### src/rtl/ipd_secuenciador.sv
// Sample-rate sequencer for the servo IPD loop: periodic tick, ADC handshake,
// datapath enable, latency wait and clamped capture of the control effort.
module ipd_secuenciador #(
    parameter int cant_bits    = 16,
    parameter int DIV_MUESTREO = 50000,
    parameter int LAT_IPD      = 2,
    parameter int TIMEOUT_ADC  = 1000,
    parameter int U_MAX        = 2**(cant_bits-1)-1
) (
    input  logic                 clk,
    input  logic                 rst,
    input  logic [cant_bits-1:0] adc_dato,
    input  logic                 adc_valid,
    input  logic [cant_bits-1:0] ref_in,
    input  logic [cant_bits-1:0] salida_in,
    input  logic                 clr_err,
    output logic                 adc_req,
    output logic [cant_bits-1:0] pot_out,
    output logic [cant_bits-1:0] ref_out,
    output logic                 en_ipd,
    output logic [cant_bits-1:0] u_out,
    output logic                 u_valid,
    output logic                 busy,
    output logic                 overrun,
    output logic                 timeout_err
);

    localparam int CNT_W = (DIV_MUESTREO > 1) ? $clog2(DIV_MUESTREO) : 1;
    localparam int TO_W  = $clog2(TIMEOUT_ADC + 1);
    localparam int LAT_W = $clog2(LAT_IPD + 1);

    localparam logic [CNT_W-1:0] CNT_LAST = CNT_W'(DIV_MUESTREO - 1);
    localparam logic [TO_W-1:0]  TO_LAST  = TO_W'(TIMEOUT_ADC - 1);
    localparam logic [LAT_W-1:0] LAT_LAST = LAT_W'(LAT_IPD - 1);

    localparam logic signed [cant_bits-1:0] U_POS = cant_bits'(U_MAX);
    localparam logic signed [cant_bits-1:0] U_NEG = cant_bits'(-U_MAX);

    typedef enum logic [2:0] {IDLE, REQ, EN, ESPERA, LATCH} estado_t;

    estado_t state_q, state_d;
    logic [CNT_W-1:0] cnt_q, cnt_d;
    logic [TO_W-1:0]  to_cnt_q, to_cnt_d;
    logic [LAT_W-1:0] lat_cnt_q, lat_cnt_d;
    logic signed [cant_bits-1:0] pot_q, pot_d;
    logic signed [cant_bits-1:0] ref_q, ref_d;
    logic signed [cant_bits-1:0] u_q, u_d;
    logic adc_req_q, adc_req_d;
    logic en_ipd_q, en_ipd_d;
    logic u_valid_q, u_valid_d;
    logic busy_q, busy_d;
    logic overrun_q, overrun_d;
    logic timeout_q, timeout_d;
    logic tick;
    logic set_timeout;
    logic set_overrun;

    // Symmetric saturation; the most negative code also lands on -U_MAX.
    function automatic logic signed [cant_bits-1:0] clamp_u(input logic signed [cant_bits-1:0] x);
        if (x > U_POS)
            clamp_u = U_POS;
        else if (x < U_NEG)
            clamp_u = U_NEG;
        else
            clamp_u = x;
    endfunction

    assign tick = (cnt_q == CNT_LAST);

    always_comb begin
        state_d     = state_q;
        cnt_d       = tick ? '0 : cnt_q + 1'b1;
        to_cnt_d    = to_cnt_q;
        lat_cnt_d   = lat_cnt_q;
        pot_d       = pot_q;
        ref_d       = ref_q;
        u_d         = u_q;
        set_timeout = 1'b0;

        case (state_q)
            IDLE: begin
                if (tick) begin
                    state_d  = REQ;
                    to_cnt_d = '0;
                end
            end
            REQ: begin
                to_cnt_d = to_cnt_q + 1'b1;
                // A valid on the last allowed cycle still counts as an answer.
                if (adc_valid) begin
                    pot_d   = $signed(adc_dato);
                    ref_d   = $signed(ref_in);
                    state_d = EN;
                end else if (to_cnt_q == TO_LAST) begin
                    set_timeout = 1'b1;
                    state_d     = IDLE;
                end
            end
            EN: begin
                state_d   = ESPERA;
                lat_cnt_d = '0;
            end
            ESPERA: begin
                lat_cnt_d = lat_cnt_q + 1'b1;
                if (lat_cnt_q == LAT_LAST) begin
                    u_d     = clamp_u($signed(salida_in));
                    state_d = LATCH;
                end
            end
            LATCH: state_d = IDLE;
            default: state_d = IDLE;
        endcase

        // A tick outside IDLE is flagged and otherwise discarded.
        set_overrun = tick && (state_q != IDLE);
        overrun_d   = set_overrun | (overrun_q & ~clr_err);
        timeout_d   = set_timeout | (timeout_q & ~clr_err);

        adc_req_d = (state_d == REQ);
        en_ipd_d  = (state_d == EN);
        u_valid_d = (state_d == LATCH);
        busy_d    = (state_d != IDLE);
    end

    always_ff @(posedge clk) begin
        if (rst) begin
            state_q   <= IDLE;
            cnt_q     <= '0;
            to_cnt_q  <= '0;
            lat_cnt_q <= '0;
            pot_q     <= '0;
            ref_q     <= '0;
            u_q       <= '0;
            adc_req_q <= 1'b0;
            en_ipd_q  <= 1'b0;
            u_valid_q <= 1'b0;
            busy_q    <= 1'b0;
            overrun_q <= 1'b0;
            timeout_q <= 1'b0;
        end else begin
            state_q   <= state_d;
            cnt_q     <= cnt_d;
            to_cnt_q  <= to_cnt_d;
            lat_cnt_q <= lat_cnt_d;
            pot_q     <= pot_d;
            ref_q     <= ref_d;
            u_q       <= u_d;
            adc_req_q <= adc_req_d;
            en_ipd_q  <= en_ipd_d;
            u_valid_q <= u_valid_d;
            busy_q    <= busy_d;
            overrun_q <= overrun_d;
            timeout_q <= timeout_d;
        end
    end

    assign adc_req     = adc_req_q;
    assign pot_out     = pot_q;
    assign ref_out     = ref_q;
    assign en_ipd      = en_ipd_q;
    assign u_out       = u_q;
    assign u_valid     = u_valid_q;
    assign busy        = busy_q;
    assign overrun     = overrun_q;
    assign timeout_err = timeout_q;

endmodule

### config.mk
export PLATFORM = sky130hd
export DESIGN_NAME = ipd_secuenciador
export DESIGN_NICKNAME = d
export VERILOG_FILES = /design/src/rtl/ipd_secuenciador.sv
export SDC_FILE = /design/constraint.sdc
export NUM_CORES = 1
export LEC_CHECK = 0
export ABC_AREA = 1
export CORE_ASPECT_RATIO = 1.2
export CORE_MARGIN = 5
export CORE_UTILIZATION = 35
export DETAILED_ROUTE_END_ITERATION = 8
export HOLD_SLACK_MARGIN = 0.05
export SYNTH_ARGS = -nofsm -noshare
export SYNTH_HDL_FRONTEND = slang
export SYNTH_SLANG_ARGS = --single-unit
### constraint.sdc
create_clock -name clk -period 2.1 [get_ports clk]
set_clock_uncertainty 0.2 [all_clocks]
set_input_delay 0.42 -clock clk [delete_from_list [all_inputs] [get_ports clk]]
set_output_delay 0.42 -clock clk [all_outputs]
set_load 0.02 [all_outputs]
==> results of run 1 <==
==> layer usage <==
| metal | routed length, um | up-vias | global-route usage, % |
|---|---|---|---|
| li1 | - | 1794 | - |
| met1 | 4120 | 1573 | 19.1 |
| met2 | 4620 | 87 | 25.8 |
| met3 | 542 | 19 | 2.82 |
| met4 | 312 | 0 | 8.20 |
| met5 | 0 | - | 0 |
==> cell families after synthesis <==
kind of cell,Yosys count
DFF,85
adders and majority gates,4
AOI/OAI and AO/OA,87
xor gates and xnor gates,2
and+or+nand+nor,245
buffers and inverters,58
==> final timing paths <==
kind / depth (start not counted) / startpoint / end
setup / recovery: 1 / u_out[0]$_SDFFE_PP0P_ / u_out[0]
hold / removal: 1 / cnt_q[0]$_SDFF_PP0_ / cnt_q[0]$_SDFF_PP0_
setup reg to reg: 8 / state_q[0]$_SDFF_PP0_ / pot_out[9]$_SDFFE_PP0P_
hold reg to reg: 1 / cnt_q[0]$_SDFF_PP0_ / cnt_q[0]$_SDFF_PP0_
==> state kept, by name (all words and copies together) (netlist names) <==
signal and cells:
pot_out 16, state_q 3, busy 1, u_valid 1, overrun 1, to_cnt_q 10, timeout_err 1, adc_req 1
lat_cnt_q 2, en_ipd 1, ref_out 16, cnt_q 16, u_out 16
==> cell usage after synthesis (3+ instances only) <==
cell      number
nor3_1         8
nand2_2        6
inv_1         34
nor2_4         4
nor4_1         3
ha_1           4
dfxtp_1       85
o21ai_1        9
clkbuf_1       6
a21oi_1       26
buf_6          8
nand3_1       38
inv_2          4
nor2_1        98
o21ai_0       48
nand4_1        7
nand2_1       72
==> cell type report <==
type | count | area (um2)
fillers | 1001 | 4870
flip-flops and latches | 85 | 1700
multi-input cells | 338 | 1610
repair buffers | 121 | 1200
clock buffers | 11 | 253
inverters | 41 | 159
well taps | 126 | 158
clock inverters | 5 | 58.8
==> repair_timing <==
item                                    CTS  global route
hold buffers                              0             0
gates resized for setup                   0             4
endpoints found under the setup margin    0             7
==> power breakdown <==
| group | switching [W] | leakage, nW | internal [W] |
|---|---|---|---|
| Clock | 0.000633 | 0.148 | 0.000986 |
| Sequential | 0.00000317 | 0.685 | 0.00162 |
| Combinational | 0.0000761 | 1.07 | 0.000119 |
==> per-stage QoR <==
stage	std cells	total power, W	worst slack [ns]
after floorplan	481	0.00171	0.192
after global placement	711	0.00185	-0.187
after CTS	727	0.00348	0.112
after detailed placement	711	0.00185	-0.234
final	727	0.00343	0.164
after global routing	727	0.00358	0.0312
==> impl_metrics.ini, run 1 <==
[routing]
drt_wl_total_um = 9590
wl_per_cell_um = 13.2
num_vias = 3473
route.detailed.drc = 0
vias_per_cell = 4.78
antenna_left = 0
drt_iter0_drc = 139
drtPass1Iterations = 4

[floorplanning]
dieArea_um2 = 12400
placementRows = 40
die_h_um = 121
core_um2 = 10000
fp.dieW_um = 102
ioPinCount = 106
initial_core_util_pct = 35.9

[layout]
final_cell_mix = clkdlybuf4s50_1 (104), nor2_1 (98), dfxtp_1 (85)
drive_above_1_share_pct = 9.15
postLayoutCoreUtil_pct = 51.3
final_cell_area_um2 = 5130
layout.nets = 652
antenna_cells = 0
final_common_cell = clkdlybuf4s50_1
area_growth_pct = 43.0

[timing]
grt_setup_unrepaired = no
relSlewSlack_pct = 75.6
drv_slew = 0
period_share_pct = 92.2
setup_tns_ns = 0
period_needed_ns = 1.94
fmax_mhz = 517
hold_viol = 0
tightest_slew_ns = 0.364
setup-violations-final = 0
hold_ws_ns = 0.249

[outcome]
outcome = finished clean

[clock_network]
htreeDepth = 3
cts_buffers = 9
clock_latency_ns = 0.33
clkSlewWorstSetupHoldPaths_ns = 0.06
tritoncts = done
clock_sink_count = 85
cts_setup_buffers = 0
root_buffer = clkbuf_16
clk_path_buf_depth = 2

[grt]
antenna_found_initial = 0
grt_pass1_wl_um = 15600
grt_pass1_vias = 3356
grt_overflow_total = 0
grt_max_degree = 39
grt_usage_pct = 15.6

[power]
vdd_drop_max_mv = 0.414
p_leak_nw = 1.90
cellPowerDensity_nw_per_um2 = 669

[logic_synthesis]
ys_top_cells_by_area = dfxtp_1 (47%), nor2_1 (10%), nand2_1 (7.5%), o21ai_0 (6.7%), nand3_1 (5.3%)
syn_area_per_cell_um2 = 7.46
synthMuxAreaShare_pct = 0
yosys.area_share.simple_pct = 30.3
synth_top_family_by_area = simple AND/OR/NAND/NOR gates
synth_ff_type = dfxtp_1
synth_warnings = 0
synthesis.nets = 537
synth_cell_types = 33
synth_compound_area_share_pct = 12.4
synth-xor-area-share_pct = 0.488
synth_area_um2 = 3590
synthAdderAreaFrac_pct = 1.39
synth.top_cell.area_share_pct = 47.4
ys_ff_latch = 85
synth-edff-count = 0
async_flop_share_pct = 0
synthesis.instances = 481
yosysTopAreaCell = dfxtp_1
synth_seq_area_share_pct = 47.4

[worst_setup_path]
path_max_fanout = 2
cp-end-kind = output pin
cp_num_buf_inv = 1
cp_slowest_stage_delay_ns = 0.65
crit_chain = clkdlybuf4s50_1
cp_slowest_cell = clkdlybuf4s50_1
cp.arrival_ns = 1.32
cp_top_family = buffers and inverters
critPathKind = reg -> out
worstSetupStartpointType = register
crit_required_ns = 1.48
regToRegSetupSlack_ns = 0.39

[placed_design]
dp_hpwl_um = 7200
place.gp.congestion = 0.808
postPlaceCellArea_um2 = 4810
portBuffers = 105

[hold_path]
min_path_type = reg -> reg

[job]
cap_violations = 0
Note: power is estimated with default switching activity, not from simulation.
==> run 2: changes to the inputs <==
- GPL_ROUTABILITY_DRIVEN: default -> 0
==> results of run 2 <==
No change in the layout: final DEF, timing and power equal those of run 1.
==> run 3: changes to the inputs <==
- GPL_ROUTABILITY_DRIVEN: 0 -> 1
==> results of run 3 <==
No change in the layout: final DEF, timing and power equal those of run 1.
